--- src/rtl/postproc_pipeline_pkg.sv ---
// Shared definitions for the video post-process pipeline: scanline mode
// codes, the fixed pipeline depth and the power-up shadow configuration.
package postproc_pipeline_pkg;

  typedef enum logic [1:0] {
    SL_MODE_OFF  = 2'd0,
    SL_MODE_H    = 2'd1,
    SL_MODE_V    = 2'd2,
    SL_MODE_GRID = 2'd3
  } sl_mode_e;

  // Every output (colour, syncs, DE) lags its input by this many clocks.
  localparam int PP_LATENCY = 4;

  // Shadow configuration values held until the first frame boundary.
  localparam sl_mode_e   SH_MODE_DEF = SL_MODE_OFF;
  localparam logic [3:0] SH_STR_DEF  = 4'd0;
  localparam logic [3:0] SH_BR_DEF   = 4'd0;

endpackage

--- src/rtl/postproc_chan.sv ---
// One colour channel of the post-process pipeline: fade (S2), scanline
// darkening (S3) and border mask (S4). Control decisions (scanline hit,
// mask) are made in the top and arrive already aligned to each stage.
module postproc_chan
  import postproc_pipeline_pkg::*;
#(
  parameter int IN_BITS   = 4,
  parameter int FADE_BITS = 4,
  parameter int OUT_BITS  = 8
) (
  input  logic                 clk,
  input  logic                 rst,
  input  logic [IN_BITS-1:0]   data_p1,
  input  logic [FADE_BITS-1:0] fade_p1,
  input  logic                 fade_byp,
  input  logic [3:0]           str_code,
  input  logic                 hit_p2,
  input  logic                 mask_p3,
  input  logic [3:0]           mask_br,
  output logic [OUT_BITS-1:0]  pix_p4
);

  localparam int PW   = IN_BITS + FADE_BITS + 1;
  localparam int CW   = (PW > OUT_BITS) ? PW : OUT_BITS + 1;
  localparam int SW   = OUT_BITS + 1;
  localparam int REPS = (OUT_BITS + IN_BITS - 1) / IN_BITS;

  // data*(F+2), clipped to full scale.
  function automatic logic [OUT_BITS-1:0] fade_sat(input logic [IN_BITS-1:0] d,
                                                   input logic [FADE_BITS-1:0] f);
    logic [CW-1:0] prod;
    prod = CW'(d) * (CW'(f) + CW'(2));
    if (prod > CW'({OUT_BITS{1'b1}})) return '1;
    return prod[OUT_BITS-1:0];
  endfunction

  // Left-justify by repeating the input pattern so full scale maps to full scale.
  function automatic logic [OUT_BITS-1:0] bit_rep(input logic [IN_BITS-1:0] d);
    logic [REPS*IN_BITS-1:0] t;
    t = {REPS{d}};
    return t[REPS*IN_BITS-1 -: OUT_BITS];
  endfunction

  // Strength code to subtrahend: ((code+1) << (OUT_BITS-4)) - 1.
  function automatic logic [OUT_BITS-1:0] sl_strength(input logic [3:0] c);
    logic [SW-1:0] t;
    t = ((SW'(c) + SW'(1)) << (OUT_BITS - 4)) - SW'(1);
    return t[OUT_BITS-1:0];
  endfunction

  // Darken with floor at zero.
  function automatic logic [OUT_BITS-1:0] sl_darken(input logic [OUT_BITS-1:0] p,
                                                    input logic [OUT_BITS-1:0] s);
    return (p > s) ? (p - s) : '0;
  endfunction

  logic [OUT_BITS-1:0] p_p2_d,   p_p2_q;
  logic [OUT_BITS-1:0] sl_p3_d,  sl_p3_q;
  logic [OUT_BITS-1:0] pix_p4_d, pix_p4_q;

  // Next-state for the three datapath stages.
  always_comb begin
    // S1 -> S2: fade or bypass expansion
    p_p2_d   = fade_byp ? bit_rep(data_p1) : fade_sat(data_p1, fade_p1);
    // S2 -> S3: one scanline subtraction regardless of H/V overlap
    sl_p3_d  = hit_p2 ? sl_darken(p_p2_q, sl_strength(str_code)) : p_p2_q;
    // S3 -> S4: border mask overrides the scanline result
    pix_p4_d = mask_p3 ? {mask_br, {(OUT_BITS-4){1'b0}}} : sl_p3_q;
  end

  // Stage registers, cleared by the asynchronous reset.
  always_ff @(posedge clk or posedge rst) begin
    if (rst) begin
      p_p2_q   <= '0;
      sl_p3_q  <= '0;
      pix_p4_q <= '0;
    end else begin
      p_p2_q   <= p_p2_d;
      sl_p3_q  <= sl_p3_d;
      pix_p4_q <= pix_p4_d;
    end
  end

  assign pix_p4 = pix_p4_q;

endmodule

--- src/rtl/postproc_pipeline.sv ---
// Video post-process pipeline top: input register stage, VSYNC leading-edge
// detect, shadow configuration, frame parity, scanline hit decision and the
// sync/DE delay line. Colour processing lives in three postproc_chan copies.
module postproc_pipeline
  import postproc_pipeline_pkg::*;
#(
  parameter int IN_BITS   = 4,
  parameter int FADE_BITS = 4,
  parameter int OUT_BITS  = 8,
  parameter int ID_BITS   = 3,
  parameter int NUM_IDS   = 8,
  parameter bit SYNC_POL  = 1'b0
) (
  input  logic                 PCLK,
  input  logic                 reset,
  input  logic [IN_BITS-1:0]   R_in,
  input  logic [IN_BITS-1:0]   G_in,
  input  logic [IN_BITS-1:0]   B_in,
  input  logic [FADE_BITS-1:0] F_in,
  input  logic                 HSYNC_in,
  input  logic                 VSYNC_in,
  input  logic                 DE_in,
  input  logic [ID_BITS-1:0]   line_id,
  input  logic [ID_BITS-1:0]   col_id,
  input  logic                 mask_enable,
  input  logic [1:0]           cfg_sl_mode,
  input  logic [3:0]           cfg_sl_str,
  input  logic [NUM_IDS-1:0]   cfg_sl_hmask,
  input  logic [NUM_IDS-1:0]   cfg_sl_vmask,
  input  logic                 cfg_alt_en,
  input  logic                 cfg_fade_byp,
  input  logic [3:0]           cfg_mask_br,
  output logic [OUT_BITS-1:0]  R_out,
  output logic [OUT_BITS-1:0]  G_out,
  output logic [OUT_BITS-1:0]  B_out,
  output logic                 HSYNC_out,
  output logic                 VSYNC_out,
  output logic                 DE_out,
  output logic                 frame_odd,
  output logic                 cfg_applied
);

  localparam logic       SYNC_IDLE = ~SYNC_POL;
  localparam logic [2:0] SYNC_RST  = {SYNC_IDLE, SYNC_IDLE, 1'b0};

  // {HSYNC, VSYNC, DE} delay line; entry 0 is the S1 sample.
  logic [2:0] sync_d [PP_LATENCY];
  logic [2:0] sync_q [PP_LATENCY];

  logic [IN_BITS-1:0]   r_p1_d, r_p1_q, g_p1_d, g_p1_q, b_p1_d, b_p1_q;
  logic [FADE_BITS-1:0] f_p1_d, f_p1_q;
  logic [ID_BITS-1:0]   lid_p1_d, lid_p1_q, cid_p1_d, cid_p1_q;
  logic                 mask_p1_d, mask_p1_q, mask_p2_d, mask_p2_q, mask_p3_d, mask_p3_q;
  logic                 hit_p2_d, hit_p2_q;

  sl_mode_e             sh_mode_d, sh_mode_q;
  logic [3:0]           sh_str_d, sh_str_q, sh_br_d, sh_br_q;
  logic [NUM_IDS-1:0]   sh_hmask_d, sh_hmask_q, sh_vmask_d, sh_vmask_q;
  logic                 sh_alt_d, sh_alt_q, sh_byp_d, sh_byp_q;
  logic                 frame_odd_d, frame_odd_q, cfg_applied_d, cfg_applied_q;

  logic                 vs_edge;
  logic [ID_BITS-1:0]   lid_eff;

  // Leading edge: VSYNC active now, inactive on the previous sample.
  assign vs_edge = (VSYNC_in == SYNC_POL) && (sync_q[0][1] != SYNC_POL);

  // Sync/DE delay line and the S1 pixel capture.
  always_comb begin
    sync_d[0] = {HSYNC_in, VSYNC_in, DE_in};
    for (int i = 1; i < PP_LATENCY; i++) sync_d[i] = sync_q[i-1];
    r_p1_d    = R_in;
    g_p1_d    = G_in;
    b_p1_d    = B_in;
    f_p1_d    = F_in;
    lid_p1_d  = line_id;
    cid_p1_d  = col_id;
    mask_p1_d = mask_enable;
  end

  // Shadow config and frame parity update only on the VSYNC leading edge.
  always_comb begin
    sh_mode_d     = sh_mode_q;
    sh_str_d      = sh_str_q;
    sh_hmask_d    = sh_hmask_q;
    sh_vmask_d    = sh_vmask_q;
    sh_alt_d      = sh_alt_q;
    sh_byp_d      = sh_byp_q;
    sh_br_d       = sh_br_q;
    frame_odd_d   = frame_odd_q;
    cfg_applied_d = vs_edge;
    if (vs_edge) begin
      sh_mode_d   = sl_mode_e'(cfg_sl_mode);
      sh_str_d    = cfg_sl_str;
      sh_hmask_d  = cfg_sl_hmask;
      sh_vmask_d  = cfg_sl_vmask;
      sh_alt_d    = cfg_alt_en;
      sh_byp_d    = cfg_fade_byp;
      sh_br_d     = cfg_mask_br;
      frame_odd_d = ~frame_odd_q;
    end
  end

  // Scanline hit decision and mask alignment for the channel stages.
  always_comb begin
    // S1 -> S2: alternate phase flips only the line_id LSB on odd frames
    lid_eff   = lid_p1_q ^ ID_BITS'(frame_odd_q & sh_alt_q);
    hit_p2_d  = (((sh_mode_q == SL_MODE_H) || (sh_mode_q == SL_MODE_GRID)) && sh_hmask_q[lid_eff]) ||
                (((sh_mode_q == SL_MODE_V) || (sh_mode_q == SL_MODE_GRID)) && sh_vmask_q[cid_p1_q]);
    mask_p2_d = mask_p1_q;
    // S2 -> S3
    mask_p3_d = mask_p2_q;
  end

  // All control and pipeline registers, cleared by the asynchronous reset.
  always_ff @(posedge PCLK or posedge reset) begin
    if (reset) begin
      for (int i = 0; i < PP_LATENCY; i++) sync_q[i] <= SYNC_RST;
      r_p1_q        <= '0;
      g_p1_q        <= '0;
      b_p1_q        <= '0;
      f_p1_q        <= '0;
      lid_p1_q      <= '0;
      cid_p1_q      <= '0;
      mask_p1_q     <= 1'b0;
      mask_p2_q     <= 1'b0;
      mask_p3_q     <= 1'b0;
      hit_p2_q      <= 1'b0;
      sh_mode_q     <= SH_MODE_DEF;
      sh_str_q      <= SH_STR_DEF;
      sh_hmask_q    <= '0;
      sh_vmask_q    <= '0;
      sh_alt_q      <= 1'b0;
      sh_byp_q      <= 1'b0;
      sh_br_q       <= SH_BR_DEF;
      frame_odd_q   <= 1'b0;
      cfg_applied_q <= 1'b0;
    end else begin
      sync_q        <= sync_d;
      r_p1_q        <= r_p1_d;
      g_p1_q        <= g_p1_d;
      b_p1_q        <= b_p1_d;
      f_p1_q        <= f_p1_d;
      lid_p1_q      <= lid_p1_d;
      cid_p1_q      <= cid_p1_d;
      mask_p1_q     <= mask_p1_d;
      mask_p2_q     <= mask_p2_d;
      mask_p3_q     <= mask_p3_d;
      hit_p2_q      <= hit_p2_d;
      sh_mode_q     <= sh_mode_d;
      sh_str_q      <= sh_str_d;
      sh_hmask_q    <= sh_hmask_d;
      sh_vmask_q    <= sh_vmask_d;
      sh_alt_q      <= sh_alt_d;
      sh_byp_q      <= sh_byp_d;
      sh_br_q       <= sh_br_d;
      frame_odd_q   <= frame_odd_d;
      cfg_applied_q <= cfg_applied_d;
    end
  end

  postproc_chan #(.IN_BITS(IN_BITS), .FADE_BITS(FADE_BITS), .OUT_BITS(OUT_BITS)) u_chan_r (
    .clk(PCLK), .rst(reset), .data_p1(r_p1_q), .fade_p1(f_p1_q), .fade_byp(sh_byp_q),
    .str_code(sh_str_q), .hit_p2(hit_p2_q), .mask_p3(mask_p3_q), .mask_br(sh_br_q), .pix_p4(R_out)
  );

  postproc_chan #(.IN_BITS(IN_BITS), .FADE_BITS(FADE_BITS), .OUT_BITS(OUT_BITS)) u_chan_g (
    .clk(PCLK), .rst(reset), .data_p1(g_p1_q), .fade_p1(f_p1_q), .fade_byp(sh_byp_q),
    .str_code(sh_str_q), .hit_p2(hit_p2_q), .mask_p3(mask_p3_q), .mask_br(sh_br_q), .pix_p4(G_out)
  );

  postproc_chan #(.IN_BITS(IN_BITS), .FADE_BITS(FADE_BITS), .OUT_BITS(OUT_BITS)) u_chan_b (
    .clk(PCLK), .rst(reset), .data_p1(b_p1_q), .fade_p1(f_p1_q), .fade_byp(sh_byp_q),
    .str_code(sh_str_q), .hit_p2(hit_p2_q), .mask_p3(mask_p3_q), .mask_br(sh_br_q), .pix_p4(B_out)
  );

  assign HSYNC_out   = sync_q[PP_LATENCY-1][2];
  assign VSYNC_out   = sync_q[PP_LATENCY-1][1];
  assign DE_out      = sync_q[PP_LATENCY-1][0];
  assign frame_odd   = frame_odd_q;
  assign cfg_applied = cfg_applied_q;

endmodule
--- config.mk ---
export PLATFORM = sky130hd
export DESIGN_NAME = postproc_pipeline
export DESIGN_NICKNAME = d
export VERILOG_FILES = /design/src/rtl/postproc_pipeline_pkg.sv /design/src/rtl/postproc_chan.sv /design/src/rtl/postproc_pipeline.sv
export SDC_FILE = /design/constraint.sdc
export NUM_CORES = 1
export LEC_CHECK = 0
export CORE_UTILIZATION = 50
export DETAILED_ROUTE_END_ITERATION = 6
export PLACE_DENSITY_LB_ADDON = 0.12
export RECOVER_POWER = 100
export SLEW_MARGIN = 5
export SYNTH_ARGS = -nofsm -noshare
export SYNTH_HDL_FRONTEND = slang
export SYNTH_SLANG_ARGS = --single-unit
--- constraint.sdc ---
create_clock -name PCLK -period 6.12 [get_ports PCLK]
set_input_delay 1.53 -clock PCLK [delete_from_list [all_inputs] [get_ports PCLK]]
set_output_delay 1.53 -clock PCLK [all_outputs]
set_load 0.02 [all_outputs]
==> impl_metrics.toml, run 1 <==
[sta]
rsz0062_at_grt = "no"
fin_crit_ns = 4.50
finalCritPeriodShare = 0.735
worst_pin_slew_ns = 1.86
setup_viol = 0
clock-skew-final_ns = 0.0102
fin_setup_tns_ns = 0
relSlewSlack = -0.237
hold_viol = 0
maxSlewViolCount = 39
max_freq_ghz = 0.222

[drt]
postRouteAntennaNets = 0
wl_per_cell_um = 15.2
vias = 4996
drcViolationCount = 0
vias_per_cell = 5.35
drt_first_pass_iters = 4
drt-total-wl_um = 14200
drt-initial-drc-count = 186

[floorplan]
core_region_area_mm2 = 0.0145
rows = 44
start_util = 0.512
dieWidth_um = 124
die-area_mm2 = 0.0153
ios = 85
fp.dieH_um = 124

[placement]
dpl.cell_count = 902
io_buffers = 84
place_congestion = 0.875
dp_hpwl_um = 10300

[clock_network]
cts_tree = "built"
clk_pin_slew_ns = 0.06
clock-sinks = 140
cts_hold_buf = 0
cts_buffers = 17
worstSkewPairLatency_ns = 0.42
root_buffer = "clkbuf_16"
post-cts-setup-buffers = 0
cts_max_path_buffers = 2
htree_num_levels = 4
ctsResizeCount = 0

[outcome]
outcome = "finished with violations"
violations = "capacitance limit, slew limit"

[grt]
grt_antenna_before_repair = 0
track_usage = 0.207
grt_pass1_wl_um = 24200
gr-total-overflow = 0
grt_max_degree = 104
grt_pass1_vias = 5218

[critical_path]
path_class = "reg -> reg"
start_kind = "flip-flop"
worstPathArrival_ns = 4.73
path_max_fanout = 14
cp.required_ns = 6.35
endpoint_kind = "flip-flop"
reg2reg_slack_ns = 1.62

[synthesis]
yosys-top-cells-area = "dfrtp_1 45%, ha_1 9.5%, fa_1 4.9%, mux2_2 3.6%, and2_1 3.6%"
netlist_area_mm2 = 0.00741
synth-seq-cells = 140
yosysWarnings = 0
synthArstFlopShare = 1.00
syn_area_per_cell_um2 = 11.4
synth-seq-area-share = 0.474
synth_nets = 781
synthCells = 651
synth_cell_types = 54
synth_top_area_frac = 0.446
yosys.area.top_type = "dfrtp_1"
ys.flop_type = "dfrtp_1"
synth_edf_count = 0

[power]
p_leak_nw = 4.15
ir_worst_vdd_uv = 215
power.density_mw_per_mm2 = 348

[flow_run]
maxCapViolCount = 1

[hold_path]
hp-class = "reg -> reg"

[cells_and_area]
layout-drive-gt1-share = 0.105
n_antenna_cell = 0
fin_nets = 867
instances_no_fill = 934
syn_to_final_growth_pct = 20.8
## final cells by class
cell class | instances | area [um^2]
inverters | 40 | 155
clock buffers | 18 | 439
well taps | 184 | 230
flip-flops and latches | 140 | 3510
fillers | 1149 | 5530
multi-input cells | 451 | 3610
repair buffers | 87 | 856
clock inverters | 14 | 145
## cell usage after synthesis, drive strengths merged, types with 7 or more instances
| cell | instances |
|---|---|
| a21oi | 15 |
| xor2 | 9 |
| inv | 40 |
| dfrtp | 132 |
| o2bb2ai | 12 |
| nand3 | 15 |
| a31oi | 7 |
| nand2b | 15 |
| or3 | 7 |
| ha | 56 |
| and2 | 43 |
| mux2i | 7 |
| clkbuf | 14 |
| o21ai | 33 |
| fa | 18 |
| dfstp | 8 |
| mux2 | 26 |
| nor2 | 13 |
| nand2 | 53 |
| a211oi | 10 |
| xnor2 | 8 |
| nor2b | 25 |
## per-stage QoR
stage / power [mW] / cell area (um^2) / util / worst slack (ns) / hold slack (ns)
2_1_floorplan: 1.86 / 7410 / - / 0.850 / 0.331
3_3_place_gp: 2.13 / 8430 / 0.582 / 2.14 / 0.331
3_5_place_dp: 2.15 / 8430 / 0.582 / 1.90 / 0.335
4_1_cts: 3.18 / 9010 / 0.622 / 1.89 / 0.349
5_1_grt: 3.33 / 8950 / 0.618 / 1.14 / 0.357
6_report: 3.12 / 8950 / 0.618 / 1.62 / 0.348
## registers in the layout (all words and copies together), names as in the netlist, 8 cells and up
signal / cells
sh_vmask_q: 8
u_chan_g.sl_p3_q: 8
u_chan_r.sl_p3_q: 8
u_chan_b.pix_p4: 8
u_chan_r.p_p2_q: 8
u_chan_r.pix_p4: 8
u_chan_b.p_p2_q: 8
sync_d: 9
sh_hmask_q: 8
u_chan_g.pix_p4: 8
u_chan_b.sl_p3_q: 8
u_chan_g.p_p2_q: 8
## kinds of logic (layout without fill, tap and decap cells)
logic type,count (synthesis),in the layout,synth area share
fa+ha+maj,74,74,0.143
flops,140,140,0.474
buf+inv,60,159,0.0319
compound gates,123,123,0.121
xor+xnor,17,17,0.0201
simple gates,200,200,0.149
mux,37,37,0.0611
## layer usage
layer  global-route usage  share of wire
met5                    0              0
met4               0.0753          0.015
met3               0.0517          0.040
met2                0.342           0.47
met1                0.263           0.47
## layout by cell type (no fill, tap or decap), types with 5 or more instances in the layout
| cell type | count |
|---|---|
| a21oi_1 | 15 |
| and2_1 | 40 |
| dlygate4sd3_1 | 56 |
| o311ai_0 | 6 |
| nand3_1 | 15 |
| or3_1 | 7 |
| o21bai_1 | 6 |
| xor2_1 | 9 |
| dfstp_2 | 8 |
| inv_6 | 8 |
| o21ai_0 | 30 |
| nor3_1 | 5 |
| inv_1 | 39 |
| nand2b_1 | 15 |
| nor4b_1 | 5 |
| xnor2_1 | 8 |
| clkdlybuf4s50_1 | 28 |
| mux2i_1 | 7 |
| a211oi_1 | 10 |
| ha_1 | 56 |
| nand2_1 | 53 |
| a21o_1 | 6 |
| and3_1 | 6 |
| fa_1 | 18 |
| mux2_2 | 24 |
| dfrtp_1 | 132 |
| nor2_1 | 13 |
| a31oi_1 | 7 |
| o2bb2ai_1 | 12 |
| nor2b_1 | 25 |
| clkbuf_16 | 17 |
## where the power goes
part / total, mW / switching (mW) / leakage [nW] / internal (mW)
registers: 1.22 / 0.109 / 1.69 / 1.11
logic: 0.891 / 0.479 / 2.18 / 0.411
clock network: 1.01 / 0.426 / 0.279 / 0.584
total: 3.12 / 1.01 / 4.15 / 2.10
## path summary, 6_finish.rpt
check / start / end / cells past startpoint
setup / recovery: f_p1_q[1] / u_chan_b.p_p2_q[5] / 10
hold / removal: sync_d[6] / sync_d[3] / 0
setup reg to reg: f_p1_q[1] / u_chan_b.p_p2_q[5] / 10
hold reg to reg: sync_d[6] / sync_d[3] / 0
max in group asynchronous: reset / sh_br_q[2] / 3
min in group asynchronous: reset / b_p1_q[0] / 2
## critical path: stages (launching register included)
cell,delay (ns)
dfrtp_1,0.60
ha_1,0.24
xor2_1,0.59
and2_0,0.24
fa_1,0.45
fa_1,0.49
ha_1,0.36
a21oi_1,0.31
o21ai_0,0.20
a211oi_1,0.55
o311ai_0,0.29
Note: power is estimated with default switching activity, not from simulation.
==> inputs of run 2 (changes only) <==
clock period = 4.4 ns   (was 6.12 ns; I/O delays follow)
==> run 2 against run 1 <==
The flow still finishes with violations (capacitance limit, slew limit); worst setup slack worse by 1.3 ns; largest power group unchanged; final cell count increased by 0.32%; via count is 0.32% lower.
==> impl_metrics.toml, run 2 (synthesis gave the netlist of run 1 again) <==
[outcome]
outcome = "finished with violations"
violations = "capacitance limit, slew limit"

[placement]
dp_hpwl_um = 10400
dp_worst_setup_slack_ns = 0.406
io_buffers = 84
place_congestion = 0.909

[sta]
maxSlewViolCount = 40
hold_ws_ns = 0.348
hold_viol = 0
max_freq_ghz = 0.246
setup_viol = 0
rsz0062_at_grt = "no"
finalCritPeriodShare = 0.924
worst_pin_slew_ns = 1.80
relSlewSlack = -0.204
worst_slack_ns = 0.333
clock-skew-final_ns = 0.00626
fin_setup_tns_ns = 0
fin_crit_ns = 4.07

[floorplan]
ios = 85
fp.dieH_um = 124
dieWidth_um = 124
rows = 44
die-area_mm2 = 0.0153
start_util = 0.512
core_region_area_mm2 = 0.0145

[power]
clkPwrFrac = 0.340
p_sw_frac = 0.306
power.switching_mw = 1.37
p_int_mw = 3.09
power.density_mw_per_mm2 = 491
pwr-share-comb = 0.279
pwr-share-seq = 0.381
ir_worst_vdd_uv = 308
p_leak_nw = 4.21
power_mw = 4.46

[clock_network]
htree_num_levels = 4
cts_buffers = 17
cts_tree = "built"
clk_pin_slew_ns = 0.06
root_buffer = "clkbuf_16"
cts_max_path_buffers = 2
cts_hold_buf = 0
ctsResizeCount = 0
clock-sinks = 140
post-cts-setup-buffers = 0
worstSkewPairLatency_ns = 0.42

[drt]
vias_per_cell = 5.31
drcViolationCount = 0
wl_per_cell_um = 14.9
drt-initial-drc-count = 121
drt-total-wl_um = 13900
postRouteAntennaNets = 0
vias = 4980
drt_first_pass_iters = 4

[cells_and_area]
final_cell_mix = "132 x dfrtp_1, 56 x ha_1, 56 x dlygate4sd3_1, 53 x nand2_1, 43 x and2_1"
largest_register_ff_count = 9
layout-drive-gt1-share = 0.114
fin_nets = 870
n_antenna_cell = 0
syn_to_final_growth_pct = 22.4
layout_commonest_cell = "dfrtp_1"

[grt]
track_usage = 0.203
grt_antenna_before_repair = 0
grt_pass1_vias = 4964
grt_pass1_wl_um = 23800
grt_max_degree = 67
gr-total-overflow = 0

[critical_path]
path_max_fanout = 14
start_kind = "flip-flop"
path_class = "reg -> reg"
endpoint_kind = "flip-flop"
worstPathArrival_ns = 4.33
reg2reg_depth = 10
cp.required_ns = 4.66

[hold_path]
hp-class = "reg -> reg"
worstHoldPathCells = 0

[flow_run]
maxCapViolCount = 1
-- run 2: changes by cell type in the layout (fill, tap and decap cells not counted), sizes merged --
cell and delta:
buf +3, clkinv +3, inv -7, clkbuf +2
bufinv +3, clkinvlp -1
-- run 2: worst paths after layout --
kind | slack (ns) | start | endpoint
min in group asynchronous | 1.59 | reset | sh_alt_q
setup / recovery | 0.33 | f_p1_q[1] | u_chan_g.p_p2_q[7]
hold reg to reg | 0.35 | sync_d[6] | sync_d[3]
hold / removal | 0.35 | sync_d[6] | sync_d[3]
setup reg to reg | 0.33 | f_p1_q[1] | u_chan_g.p_p2_q[7]
max in group asynchronous | 1.30 | reset | sync_d[6]
-- run 2: per-layer routing --
layer,up-vias,track usage,part of all wire
li1,2457,-,-
met1,2410,0.273,0.48
met2,105,0.324,0.47
met3,8,0.0545,0.037
met4,0,0.0572,0.0073
met5,-,0,0
-- run 2: stage by stage --
stage / utilization / cells / instance area [um^2]
floorplan: - / 651 / 7410
global placement: 0.584 / 905 / 8460
detailed placement: 0.584 / 905 / 8460
CTS: 0.628 / 937 / 9090
global route: 0.627 / 937 / 9070
finish: 0.627 / 937 / 9070
-- run 2: area by class of cell --
| type | instances | area, um^2 |
|---|---|---|
| clock buffer | 20 | 447 |
| clock inverter | 12 | 185 |
| fill | 1126 | 5410 |
| inverter | 40 | 151 |
| multi-input combinational | 451 | 3650 |
| sequential | 140 | 3510 |
| tap | 184 | 230 |
| timing repair buffer | 90 | 892 |
-- run 2: critical path, cell delays in order, from the launching register on --
cell,delay [ns]
dfrtp_1,0.53
ha_1,0.57
nand2_1,0.11
fa_1,0.48
inv_1,0.05
fa_1,0.52
fa_1,0.48
a21oi_1,0.24
o21ai_0,0.21
a2111oi_0,0.56
o211ai_1,0.16
-- run 2: power by group through the flow --
stage | combinational (mW) | clock [mW] | sequential (mW)
final | 1.24 | 1.52 | 1.70
after floorplan | 0.863 | 0 | 1.73
after global placement | 1.25 | 0 | 1.72
after global routing | 1.40 | 1.62 | 1.73
after CTS | 1.28 | 1.55 | 1.70
after detailed placement | 1.27 | 0 | 1.72
